File: src/rtl/sccb_target_if.sv
// rtl/sccb_target_if.sv - SCCB bus and register-file signals of the SCCB target
interface sccb_target_if;
  logic       scl;
  logic       sda_in;
  logic       sda_pull_low;
  logic       wr_en;
  logic [7:0] wr_addr;
  logic [7:0] wr_data;
  logic [7:0] rd_addr;
  logic [7:0] rd_data;
  logic       busy;
  logic       nack_err;

  modport slave (
    input  scl, sda_in, rd_data,
    output sda_pull_low, wr_en, wr_addr, wr_data, rd_addr, busy, nack_err
  );

  modport master (
    output scl, sda_in, rd_data,
    input  sda_pull_low, wr_en, wr_addr, wr_data, rd_addr, busy, nack_err
  );
endinterface

File: src/rtl/sccb_target.sv
// rtl/sccb_target.sv - oversampling SCCB/I2C target with write strobe and register-file reads
module sccb_target #(
  parameter logic [6:0] TARGET_ADDR = 7'h21,
  parameter int         SYNC_STAGES = 2
) (
  input  logic         clk,
  input  logic         reset,
  sccb_target_if.slave bus
);

  typedef enum logic [3:0] {
    IDLE, ADDR, ADDR_ACK, REG, REG_ACK, DATA, DATA_ACK, TX, TX_ACK, WAIT_STOP
  } state_t;

  logic [SYNC_STAGES-1:0] scl_sync;
  logic [SYNC_STAGES-1:0] sda_sync;
  logic                   scl_d;
  logic                   sda_d;
  logic                   scl_s;
  logic                   sda_s;
  logic                   scl_rise;
  logic                   scl_fall;
  logic                   start_det;
  logic                   stop_det;

  state_t     state;
  logic [2:0] bit_cnt;
  logic [7:0] shift_in;
  logic [7:0] byte_in;
  logic [7:0] tx_shift;
  logic       ack_hold;
  logic       rw;
  logic       tx_acked;
  logic       wr_pend;
  logic       count_extra;

  // Idle-high bus: synchronizers reset to 1 so leaving reset never looks like an edge
  always_ff @(posedge clk or posedge reset) begin
    if (reset) begin
      scl_sync <= '1;
      sda_sync <= '1;
      scl_d    <= 1'b1;
      sda_d    <= 1'b1;
    end else begin
      scl_sync <= {scl_sync[SYNC_STAGES-2:0], bus.scl};
      sda_sync <= {sda_sync[SYNC_STAGES-2:0], bus.sda_in};
      scl_d    <= scl_s;
      sda_d    <= sda_s;
    end
  end

  assign scl_s     = scl_sync[SYNC_STAGES-1];
  assign sda_s     = sda_sync[SYNC_STAGES-1];
  assign scl_rise  = scl_s & ~scl_d;
  assign scl_fall  = ~scl_s & scl_d;
  assign start_det = scl_s & scl_d & sda_d & ~sda_s;
  assign stop_det  = scl_s & scl_d & ~sda_d & sda_s;
  assign byte_in   = {shift_in[6:0], sda_s};

  always_ff @(posedge clk or posedge reset) begin
    if (reset) begin
      state            <= IDLE;
      bit_cnt          <= 3'd0;
      shift_in         <= 8'h00;
      tx_shift         <= 8'h00;
      ack_hold         <= 1'b0;
      rw               <= 1'b0;
      tx_acked         <= 1'b0;
      wr_pend          <= 1'b0;
      count_extra      <= 1'b0;
      bus.sda_pull_low <= 1'b0;
      bus.wr_en        <= 1'b0;
      bus.wr_addr      <= 8'h00;
      bus.wr_data      <= 8'h00;
      bus.rd_addr      <= 8'h00;
      bus.busy         <= 1'b0;
      bus.nack_err     <= 1'b0;
    end else begin
      bus.wr_en    <= wr_pend;
      wr_pend      <= 1'b0;
      bus.nack_err <= 1'b0;
      if (start_det) begin
        state            <= ADDR;
        bit_cnt          <= 3'd7;
        bus.busy         <= 1'b1;
        bus.sda_pull_low <= 1'b0;
        ack_hold         <= 1'b0;
        tx_acked         <= 1'b0;
        count_extra      <= 1'b0;
      end else if (stop_det) begin
        state            <= IDLE;
        bus.sda_pull_low <= 1'b0;
        bus.busy         <= 1'b0;
        ack_hold         <= 1'b0;
        tx_acked         <= 1'b0;
        count_extra      <= 1'b0;
      end else begin
        // bit_cnt wraps 0 -> 7 on the 8th rise, so the next byte phase starts ready
        case (state)
          ADDR: if (scl_rise) begin
            shift_in <= byte_in;
            bit_cnt  <= bit_cnt - 3'd1;
            if (bit_cnt == 3'd0) begin
              if (byte_in[7:1] == TARGET_ADDR) begin
                state <= ADDR_ACK;
                rw    <= byte_in[0];
              end else begin
                state        <= WAIT_STOP;
                bus.nack_err <= 1'b1;
              end
            end
          end
          REG: if (scl_rise) begin
            shift_in <= byte_in;
            bit_cnt  <= bit_cnt - 3'd1;
            if (bit_cnt == 3'd0) begin
              bus.rd_addr <= byte_in;
              state       <= REG_ACK;
            end
          end
          DATA: if (scl_rise) begin
            shift_in <= byte_in;
            bit_cnt  <= bit_cnt - 3'd1;
            if (bit_cnt == 3'd0) begin
              bus.wr_addr <= bus.rd_addr;
              bus.wr_data <= byte_in;
              wr_pend     <= 1'b1;
              state       <= DATA_ACK;
            end
          end
          // First fall after the 8th rise pulls SDA low, the next one releases it
          ADDR_ACK: if (scl_fall) begin
            ack_hold <= ~ack_hold;
            if (!ack_hold) begin
              bus.sda_pull_low <= 1'b1;
            end else if (rw) begin
              state            <= TX;
              tx_shift         <= bus.rd_data;
              bit_cnt          <= 3'd7;
              bus.sda_pull_low <= ~bus.rd_data[7];
            end else begin
              state            <= REG;
              bus.sda_pull_low <= 1'b0;
            end
          end
          REG_ACK: if (scl_fall) begin
            ack_hold         <= ~ack_hold;
            bus.sda_pull_low <= ~ack_hold;
            if (ack_hold) state <= DATA;
          end
          DATA_ACK: if (scl_fall) begin
            ack_hold         <= ~ack_hold;
            bus.sda_pull_low <= ~ack_hold;
            if (ack_hold) begin
              state       <= WAIT_STOP;
              count_extra <= 1'b1;
            end
          end
          TX: if (scl_fall) begin
            if (bit_cnt == 3'd0) begin
              bus.sda_pull_low <= 1'b0;
              tx_acked         <= 1'b0;
              state            <= TX_ACK;
            end else begin
              bit_cnt          <= bit_cnt - 3'd1;
              tx_shift         <= {tx_shift[6:0], 1'b0};
              bus.sda_pull_low <= ~tx_shift[6];
            end
          end
          // Pointer advances at the ACK rise so rd_data has settled by the reload fall
          TX_ACK: begin
            if (scl_rise) begin
              if (!sda_s) begin
                tx_acked    <= 1'b1;
                bus.rd_addr <= bus.rd_addr + 8'd1;
              end else begin
                state <= WAIT_STOP;
              end
            end else if (scl_fall && tx_acked) begin
              tx_acked         <= 1'b0;
              state            <= TX;
              tx_shift         <= bus.rd_data;
              bit_cnt          <= 3'd7;
              bus.sda_pull_low <= ~bus.rd_data[7];
            end
          end
          WAIT_STOP: if (scl_rise && count_extra) begin
            bit_cnt <= bit_cnt - 3'd1;
            if (bit_cnt == 3'd0) begin
              bus.nack_err <= 1'b1;
              count_extra  <= 1'b0;
            end
          end
          default: ;
        endcase
      end
    end
  end

endmodule

File: src/flat_wrapper.sv
// flat-port wrapper written by rule: the top's interface ports become plain ports
module sccb_target_flat 
#(
  parameter logic [6:0] TARGET_ADDR = 7'h21,
  parameter int         SYNC_STAGES = 2
)
  (clk, reset, bus_scl, bus_sda_in, bus_rd_data, bus_sda_pull_low, bus_wr_en, bus_wr_addr, bus_wr_data, bus_rd_addr, bus_busy, bus_nack_err);
  sccb_target_if bus_i ();
  input  logic clk;
  input  logic reset;
  input wire logic [$bits(bus_i.scl)-1:0] bus_scl;
  input wire logic [$bits(bus_i.sda_in)-1:0] bus_sda_in;
  input wire logic [$bits(bus_i.rd_data)-1:0] bus_rd_data;
  output wire logic [$bits(bus_i.sda_pull_low)-1:0] bus_sda_pull_low;
  output wire logic [$bits(bus_i.wr_en)-1:0] bus_wr_en;
  output wire logic [$bits(bus_i.wr_addr)-1:0] bus_wr_addr;
  output wire logic [$bits(bus_i.wr_data)-1:0] bus_wr_data;
  output wire logic [$bits(bus_i.rd_addr)-1:0] bus_rd_addr;
  output wire logic [$bits(bus_i.busy)-1:0] bus_busy;
  output wire logic [$bits(bus_i.nack_err)-1:0] bus_nack_err;
  assign bus_i.scl = bus_scl;
  assign bus_i.sda_in = bus_sda_in;
  assign bus_i.rd_data = bus_rd_data;
  assign bus_sda_pull_low = bus_i.sda_pull_low;
  assign bus_wr_en = bus_i.wr_en;
  assign bus_wr_addr = bus_i.wr_addr;
  assign bus_wr_data = bus_i.wr_data;
  assign bus_rd_addr = bus_i.rd_addr;
  assign bus_busy = bus_i.busy;
  assign bus_nack_err = bus_i.nack_err;
  sccb_target #(.TARGET_ADDR(TARGET_ADDR), .SYNC_STAGES(SYNC_STAGES)) u_core (.clk(clk), .reset(reset), .bus(bus_i));
endmodule
File: config.mk
export PLATFORM = sky130hd
export DESIGN_NAME = sccb_target_flat
export DESIGN_NICKNAME = d
export VERILOG_FILES = /design/src/rtl/sccb_target_if.sv /design/src/rtl/sccb_target.sv /design/src/flat_wrapper.sv
export SDC_FILE = /design/constraint.sdc
export NUM_CORES = 1
export LEC_CHECK = 0
export CAP_MARGIN = 5
export CORE_MARGIN = 3
export CORE_UTILIZATION = 59
export DETAILED_ROUTE_END_ITERATION = 10
export PLACE_DENSITY = 0.89
export SYNTH_ARGS = -nofsm -noshare
export SYNTH_HDL_FRONTEND = slang
export SYNTH_SLANG_ARGS = --single-unit
File: constraint.sdc
create_clock -name clk -period 3.5 [get_ports clk]
set_input_delay 0.7 -clock clk [delete_from_list [all_inputs] [get_ports clk]]
set_output_delay 0.7 -clock clk [all_outputs]
set_load 0.02 [all_outputs]
==> flow_summary.ini, run 1 <==
[outcome]
outcome = complete, no violations

[sta]
final_max_slew_viol_count = 0
timing.setup.tns_ps = 0
fin_crit_sh_pct = 72.5
relSlewSlack_pct = 41.1
hold_violations = 0
whs_ps = 343
worstMarginPinSlew_ps = 861
setup_viol = 0
clock_skew_ps = 10.6
rsz0062_at_grt = no
max_freq_ghz = 0.394
min_period_ps = 2540

[clock_tree]
numClockSinks = 60
htree_num_levels = 3
root_buffer = clkbuf_8
postCtsSetupBuffers = 0
cts_hold_buffers = 0
numCtsBuffers = 9
tritoncts = done
postCtsResizedCells = 0
clk_pin_slew_ps = 80
clk_latency_ps = 340
clock_path_buffers = 2

[finish]
area_growth_pct = 19.8
nNetsFinal = 345
fin_util_pct = 75.6
drive_above_1_share_pct = 18.2
antennaDiodeCount = 0

[global_route]
grt_max_degree = 61
grt_pass1_vias = 2385
grt_pass1_wl_um = 11600
grtUsageTotal_pct = 24.4
grt.overflow.total = 0
grt_antenna_before_repair = 0

[setup_path]
max_stage_delay_ps = 810
critPathMaxFanout = 16
cp-end-kind = register
crit_slowest_cell = a2111oi_0
crit_type = register to register
crit_path_cell_trace = nand2b_1 -> a2111oi_0 -> o31ai_1 -> nand3_1 -> mux2_2
crit_required_ps = 3730
crit_family = compound AO/OA/AOI/OAI gates
cp_data_arrival_time_ps = 2760
critPathLaunchType = register
critPathBufInv = 0

[yosys]
ys_seq_area_share_pct = 49.0
ys.flop_type = dfrtp_1
synth_edf_count = 0
syn-num-nets = 308
ys_async_sr_fraction_pct = 100
syn_area_um2 = 3080
ys_ff_latch = 60
synth_cells = 293
syn_area_per_cell_um2 = 10.5
synth_cell_types = 59
synth_warnings = 0

[min_path]
hold_class = register to register

[detailed_routing]
vias = 2438
finalWirelength_um = 7010
dr.pass1.iters = 5
avgRoutedWirePerCell_um = 17.4
via_per_inst = 6.06
ant_nets = 0
drt_iter0_drc = 359
drc = 0

[power_and_ir_drop]
p_per_area_nw_per_um2 = 717
power_w = 0.00265
p_leak_nw = 1.65
peakVddDrop_uv = 459

[floorplanning]
ios = 40
rows = 25
initial_core_util_pct = 63.1
die_w_um = 78.3
dieArea_um2 = 6120
die_h_um = 78.3
core_um2 = 4880

[place]
io_buffer_count = 39
gp_congestion = 0.894
hpwl_um = 4750

[job]
timing.max_cap.violations = 0
[cells by family (layout without fill, tap and decap cells)]
family	Yosys count	in the layout	synth area share [%]
flip-flops	60	60	49.0
multiplexers	37	37	13.1
AO/OA/AOI/OAI	66	66	14.6
AND/OR/NAND/NOR	99	99	17.4
XOR/XNOR	2	2	0.569
adder cells (fa/ha/maj)	3	3	1.22
buffers and inverters	26	68	4.10
[power by group]
part	switching, W	internal, W
combinational	0.000486	0.000433
sequential	0.000231	0.000864
clock	0.000286	0.000347
[synthesized netlist by cell type, types with 4 or more instances]
cell type	instances	area, µm²
nand4b_1	4	35.0
mux2_2	25	282
o21ai_0	17	85.1
nor2_1	14	52.6
nor3_1	7	35.0
inv_1	9	33.8
clkbuf_1	6	22.5
dfstp_2	6	158
mux2i_1	11	110
a21oi_1	9	45.0
nand3_1	7	35.0
nor2b_1	7	43.8
a31oi_1	8	50.1
nand2_1	31	116
nand2b_1	4	25.0
or3_1	4	25.0
dfrtp_1	54	1350
buf_2	8	40.0
and3_1	4	25.0
[cells in the final DEF (no fill, tap or decap), types with 2 or more instances in the layout]
cell	instances
buf_4	4
mux2_2	25
nand2b_1	4
o211ai_1	3
nor3b_1	3
nor4b_1	2
and3_1	4
o22ai_1	2
nand4b_1	4
nor2_1	14
mux2i_1	11
or3_1	4
dfstp_2	6
dfrtp_1	54
o22a_1	3
nand2_1	31
inv_1	8
clkinv_2	3
a22oi_1	3
clkdlybuf4s50_1	39
nor3_1	7
clkbuf_8	10
o21ai_1	3
nor4_1	2
o21ai_0	17
nor2b_1	7
a21oi_1	9
ha_1	3
a31oi_1	8
and2_1	2
o31ai_1	2
nand3_1	7
[cell type report]
| type | count | area (µm²) |
|---|---|---|
| Tap cell | 67 | 83.8 |
| Clock inverter | 6 | 61.3 |
| Sequential cell | 60 | 1510 |
| Fill cell | 347 | 1190 |
| Inverter | 9 | 33.8 |
| Multi-Input combinational cell | 207 | 1450 |
| Timing Repair Buffer | 43 | 420 |
| Clock buffer | 10 | 138 |
[sequential cells by signal, summed over array words and instances (netlist names), 2 cells and up]
name                flops
u_core.tx_shift         7
u_core.shift_in         7
u_core.scl_sync         2
u_core.bus.wr_data      8
u_core.bus.wr_addr      8
u_core.sda_sync         2
u_core.state            4
u_core.bit_cnt          3
u_core.bus.rd_addr      8
[routing by layer]
layer	track usage [%]	up-vias	share of wire (%)
li1	-	1139	-
met3	4.47	20	6.3
met1	34.2	1179	45
met4	10.3	0	2.2
met5	0	-	0
met2	37.7	100	47
[worst reg2reg max path, stage by stage, from the launching register on]
cell	delay [ps]
dfrtp_1	670
nand2b_1	230
a2111oi_0	810
o31ai_1	230
nand3_1	150
mux2_2	340
[metrics by stage]
| step | area (µm²) | instances | setup WS [ps] |
|---|---|---|---|
| 2_1_floorplan | 3080 | 293 | 1330 |
| 3_5_place_dp | 3490 | 386 | 1010 |
| 4_1_cts | 3690 | 402 | 988 |
| 6_report | 3690 | 402 | 964 |
| 3_3_place_gp | 3490 | 386 | 1100 |
| 5_1_grt | 3690 | 402 | 819 |
[worst paths after layout]
path | depth (start not counted) | to | slack [ps] | from
max in group asynchronous | 3 | u_core.state[1] | 2080 | reset
worst min register to register | 0 | u_core.scl_sync[1] | 340 | u_core.scl_sync[0]
worst max register to register | 5 | u_core.bit_cnt[1] | 960 | u_core.state[0]
min in group asynchronous | 3 | u_core.tx_shift[5] | 930 | reset
worst max-delay path | 5 | u_core.bit_cnt[1] | 960 | u_core.state[0]
worst min-delay path | 0 | u_core.scl_sync[1] | 340 | u_core.scl_sync[0]
Note: power is estimated with default switching activity, not from simulation.
==> run 2: changes to the inputs <==
--- a/config.mk
+++ b/config.mk
@@ -7,9 +7,9 @@
 export LEC_CHECK = 0
 export CAP_MARGIN = 5
 export CORE_MARGIN = 3
-export CORE_UTILIZATION = 59
+export CORE_UTILIZATION = 50
 export DETAILED_ROUTE_END_ITERATION = 10
-export PLACE_DENSITY = 0.89
+export PLACE_DENSITY = 0.81
 export SYNTH_ARGS = -nofsm -noshare
 export SYNTH_HDL_FRONTEND = slang
 export SYNTH_SLANG_ARGS = --single-unit
==> constraint.sdc (replaced) <==
create_clock -name clk -period 2.2 [get_ports clk]
set_input_delay 0.44 -clock clk [delete_from_list [all_inputs] [get_ports clk]]
set_output_delay 0.44 -clock clk [all_outputs]
set_load 0.02 [all_outputs]
==> run 2 against run 1 <==
Net effect:
- setup slack got worse by 830 ps
- count of clock-buffer cells in the layout decreased by 1
- combinational power increased by 86%
- largest power group is now combinational logic
- clock skew decreased by 3.7 ps
==> flow_summary.ini, run 2 (same netlist as run 1, synthesis figures left out) <==
[detailed_routing]
avgRoutedWirePerCell_um = 16.8
ant_nets = 0
drc = 0
dr.pass1.iters = 4
vias = 2475
finalWirelength_um = 7270
drt_iter0_drc = 164
via_per_inst = 5.73

[power_and_ir_drop]
p_clk_share_pct = 22.6
p_per_area_nw_per_um2 = 1120
peakVddDrop_uv = 678
swShare_pct = 37.4
p_leak_nw = 1.78
seqPwrFrac_pct = 38.3
cellInternalPower_w = 0.00275
p_sw_w = 0.00164
comb_power_share_pct = 39.1

[clock_tree]
clock_path_buffers = 2
postCtsResizedCells = 0
htree_num_levels = 3
root_buffer = clkbuf_8
clk_pin_slew_ps = 70
tritoncts = done
postCtsSetupBuffers = 0
numClockSinks = 60
numCtsBuffers = 9
cts_hold_buffers = 0
clk_latency_ps = 340

[min_path]
hold_class = register to register

[global_route]
grt.overflow.total = 0
grt_pass1_wl_um = 12200
grtUsageTotal_pct = 21.5
grt_pass1_vias = 2433
grt_max_degree = 61
grt_antenna_before_repair = 0

[place]
hpwl_um = 5280
dpl_cell_area_um2 = 3710
gp_congestion = 0.918
io_buffer_count = 39

[sta]
hold_violations = 0
setup_viol = 0
relSlewSlack_pct = 66.0
clock_skew_ps = 6.89
final_max_slew_viol_count = 0
timing.setup.tns_ps = 0
worstMarginPinSlew_ps = 503
min_period_ps = 2070
rsz0062_at_grt = no
fin_crit_sh_pct = 93.9
max_freq_ghz = 0.484

[setup_path]
max_stage_delay_ps = 560
crit_required_ps = 2400
cp_data_arrival_time_ps = 2270
critPathBufInv = 1
crit_slowest_cell = or4b_4
critPathLaunchType = register
cp-end-kind = register
critPathMaxFanout = 14
crit_family = compound AO/OA/AOI/OAI gates
crit_path_cell_trace = or4b_4 -> o2bb2ai_1 -> buf_4 -> a211o_1 -> o21ai_0
crit_type = register to register

[floorplanning]
dieArea_um2 = 7140
core_um2 = 5740
die_w_um = 84.5
rows = 27
ios = 40
die_h_um = 84.5
initial_core_util_pct = 53.6

[outcome]
outcome = complete, no violations

[finish]
drive_above_1_share_pct = 23.9
nNetsFinal = 370
fin_area_um2 = 3910
fin_util_pct = 68.1
top_regs = u_core.bus.rd_addr (8), u_core.bus.wr_addr (8), u_core.bus.wr_data (8)
layout.cells.most_common_list = 54 x dfrtp_1, 39 x clkdlybuf4s50_1, 31 x nand2_1, 27 x buf_4, 25 x mux2_2
area_growth_pct = 26.9
final_common_cell = dfrtp_1
antennaDiodeCount = 0

[job]
timing.max_cap.violations = 0
[run 2: layout make-up]
type / count / area (µm²)
fillers: 445 / 1830
flip-flops and latches: 60 / 1510
clock inverters: 7 / 73.8
multi-input cells: 207 / 1450
repair buffers: 68 / 633
well taps: 72 / 90.1
inverters: 9 / 33.8
clock buffers: 9 / 124
[run 2: routing by layer]
layer | track usage, % | wire, µm | vias to the layer above | share of wire, %
li1 | - | - | 1188 | -
met3 | 3.24 | 379 | 9 | 5.2
met5 | 0 | 0 | - | 0
met1 | 31.3 | 3370 | 1212 | 46
met4 | 9.78 | 119 | 0 | 1.6
met2 | 31.5 | 3400 | 66 | 47
[run 2: per-stage QoR]
| step | hold slack [ps] | setup slack (ps) | total power [W] | instances |
|---|---|---|---|---|
| after floorplan | 331 | 137 | 0.00275 | 293 |
| after global placement | 332 | 232 | 0.00334 | 416 |
| after detailed placement | 336 | 163 | 0.00339 | 416 |
| after CTS | 352 | 154 | 0.00440 | 432 |
| after global routing | 362 | 7.31 | 0.00468 | 432 |
| final | 351 | 133 | 0.00439 | 432 |
[run 2: worst reg2reg max path, cell delays in order, from the launching register on]
cell and delay, ps:
dfrtp_1 530, or4b_4 560, o2bb2ai_1 210, buf_4 150, a211o_1 310, o21ai_0 180
[run 2: power groups by stage]
stage	logic (W)	registers, W	clock network [W]
6_report	0.00171	0.00168	0.000992
5_1_grt	0.00189	0.00172	0.00107
4_1_cts	0.00171	0.00167	0.00101
3_5_place_dp	0.00170	0.00169	0
3_3_place_gp	0.00166	0.00168	0
2_1_floorplan	0.00108	0.00167	0
[run 2: path summary, 6_finish.rpt]
kind | startpoint | end | slack, ps | depth (start not counted)
max | u_core.state[3] | u_core.tx_shift[2] | 130 | 5
min | u_core.wr_pend | u_core.bus.wr_en | 350 | 0
max reg2reg | u_core.state[3] | u_core.tx_shift[2] | 130 | 5
min reg2reg | u_core.wr_pend | u_core.bus.wr_en | 350 | 0
max in group asynchronous | reset | u_core.sda_d | 1420 | 3
min in group asynchronous | reset | u_core.tx_shift[1] | 490 | 3
==> run 3: changes to the inputs <==
--- a/config.mk
+++ b/config.mk
@@ -6,8 +6,10 @@
 export NUM_CORES = 1
 export LEC_CHECK = 0
 export CAP_MARGIN = 5
+export CELL_PAD_IN_SITES_DETAIL_PLACEMENT = 1
+export CELL_PAD_IN_SITES_GLOBAL_PLACEMENT = 1
 export CORE_MARGIN = 3
-export CORE_UTILIZATION = 50
+export CORE_UTILIZATION = 39
 export DETAILED_ROUTE_END_ITERATION = 10
 export PLACE_DENSITY = 0.81
 export SYNTH_ARGS = -nofsm -noshare
==> run 3 against run 2 <==
Net effect:
- sequential power hardly changed
- die area increased by 26%
- combinational power grew 2%
- count of clock-buffer cells in the layout unchanged
- clock power increased by 26%
- cell count rose by 3.9%
- first-iteration DRC count fell by 5.5%
- routed wire length increased by 12%
==> flow_summary.ini, run 3 (same netlist as run 1, synthesis figures left out) <==
[global_route]
grt_pass1_vias = 2669
grt_antenna_before_repair = 0
grt_max_degree = 61
grt.overflow.total = 0
grt_pass1_wl_um = 13800
grtUsageTotal_pct = 20.0

[finish]
drive_above_1_share_pct = 22.6
nFillCells = 820
final_common_cell = dfrtp_1
nNetsFinal = 360
area_growth_pct = 27.6
layout.cells.most_common_list = 54 x dfrtp_1, 39 x clkdlybuf4s50_1, 31 x nand2_1, 25 x mux2_2
fin_area_um2 = 3930
multi_input_area_um2 = 1460
top_regs = u_core.bus.rd_addr (8), u_core.bus.wr_addr (8), u_core.bus.wr_data (8)
antennaDiodeCount = 0
register_area_um2 = 1510

[floorplanning]
dieArea_um2 = 9000
core_um2 = 7450
initial_core_util_pct = 41.4
die_w_um = 94.9
ios = 40
die_h_um = 94.9
rows = 31

[power_and_ir_drop]
swShare_pct = 36.8
comb_power_share_pct = 37.2
p_sw_w = 0.00173
p_leak_nw = 1.75
seqPwrFrac_pct = 36.2
p_clk_share_pct = 26.6
peakVddDrop_uv = 518
p_per_area_nw_per_um2 = 1190
cellInternalPower_w = 0.00297

[place]
dpl_cell_area_um2 = 3670
gp_congestion = 0.972
io_buffer_count = 39
hpwl_um = 5680

[clock_tree]
htree_num_levels = 3
root_buffer = clkbuf_8
tritoncts = done
numCtsBuffers = 9
numClockSinks = 60
postCtsSetupBuffers = 0
clk_pin_slew_ps = 80
clock_path_buffers = 2
clk_latency_ps = 360

[detailed_routing]
via_per_inst = 5.59
drt_iter0_drc = 155
ant_nets = 0
vias = 2512
drc = 0
avgRoutedWirePerCell_um = 18.2
finalWirelength_um = 8180
dr.pass1.iters = 4

[min_path]
hp-start = u_core.wr_pend
hold_class = register to register

[setup_path]
cp-end-kind = register
crit_type = register to register
r2r_setup_slack_ps = 110
critPathBufInv = 1
critPathMaxFanout = 11
max_stage_delay_ps = 490
crit_path_cell_trace = buf_4 -> nor4b_1 -> o2bb2ai_1 -> o31ai_2 -> nand3_1 -> mux2_2
rr_startpoint = u_core.state[3]
crit_family = simple AND/OR/NAND/NOR gates
crit_slowest_cell = dfrtp_1
cp_data_arrival_time_ps = 2330
startpoint = u_core.state[3]
critPathLaunchType = register
crit_required_ps = 2440

[job]
timing.max_cap.violations = 0

[sta]
max_freq_ghz = 0.478
relSlewSlack_pct = 69.0
hold_violations = 0
min_period_ps = 2090
clock_skew_ps = 10.8
final_max_slew_viol_count = 0
timing.setup.tns_ps = 0
setup_viol = 0
worstMarginPinSlew_ps = 459
fin_crit_sh_pct = 95.0
whs_ps = 353

[outcome]
outcome = complete, no violations
[run 3: area by class of cell]
type                            count  share of cell area (%)
Multi-Input combinational cell    207                    37.1
Tap cell                           99                    3.15
Timing Repair Buffer               58                    14.2
Clock inverter                      7                    3.15
Sequential cell                    60                    38.4
Inverter                            9                   0.859
Clock buffer                        9                    3.15
[run 3: final timing paths]
| check | to | cells past startpoint |
|---|---|---|
| max in group asynchronous | u_core.scl_d | 3 |
| setup / recovery | u_core.bit_cnt[1] | 6 |
| hold / removal | u_core.bus.wr_en | 0 |
| hold reg to reg | u_core.bus.wr_en | 0 |
| min in group asynchronous | u_core.bus.rd_addr[6] | 3 |
| setup reg to reg | u_core.bit_cnt[1] | 6 |
[run 3: per-stage QoR]
| step | total power [W] | util (%) | instances | setup slack, ps |
|---|---|---|---|---|
| 2_1_floorplan | 0.00275 | - | 293 | 137 |
| 3_3_place_gp | 0.00330 | 49.3 | 433 | 91.3 |
| 3_5_place_dp | 0.00340 | 49.3 | 433 | 91.6 |
| 4_1_cts | 0.00469 | 52.6 | 449 | 57.0 |
| 5_1_grt | 0.00499 | 52.8 | 449 | -10.5 |
| 6_report | 0.00470 | 52.8 | 449 | 110 |
[run 3: timing repair]
action                     4_1_cts  5_1_grt
gates resized for setup          0        4
setup endpoints to repair        0        4
hold buffers                     0        0
[run 3: worst register-to-register path: stages (launching register included)]
cell and delay, ps:
dfrtp_1 490, buf_4 210, nor4b_1 460, o2bb2ai_1 230, o31ai_2 150, nand3_1 100, mux2_2 330
[run 3: metal layers]
| layer | wire [µm] | share of wire, % | track usage [%] |
|---|---|---|---|
| met1 | 3860 | 47 | 28.2 |
| met2 | 3880 | 47 | 30.2 |
| met3 | 274 | 3.3 | 2.87 |
| met4 | 169 | 2.1 | 9.38 |
| met5 | 0 | 0 | 0 |
[run 3: power by group through the flow]
stage	logic, W	clock network [W]	registers (W)
2_1_floorplan	0.00108	0	0.00167
3_3_place_gp	0.00162	0	0.00168
3_5_place_dp	0.00169	0	0.00171
4_1_cts	0.00172	0.00128	0.00170
5_1_grt	0.00192	0.00132	0.00175
6_report	0.00175	0.00125	0.00170
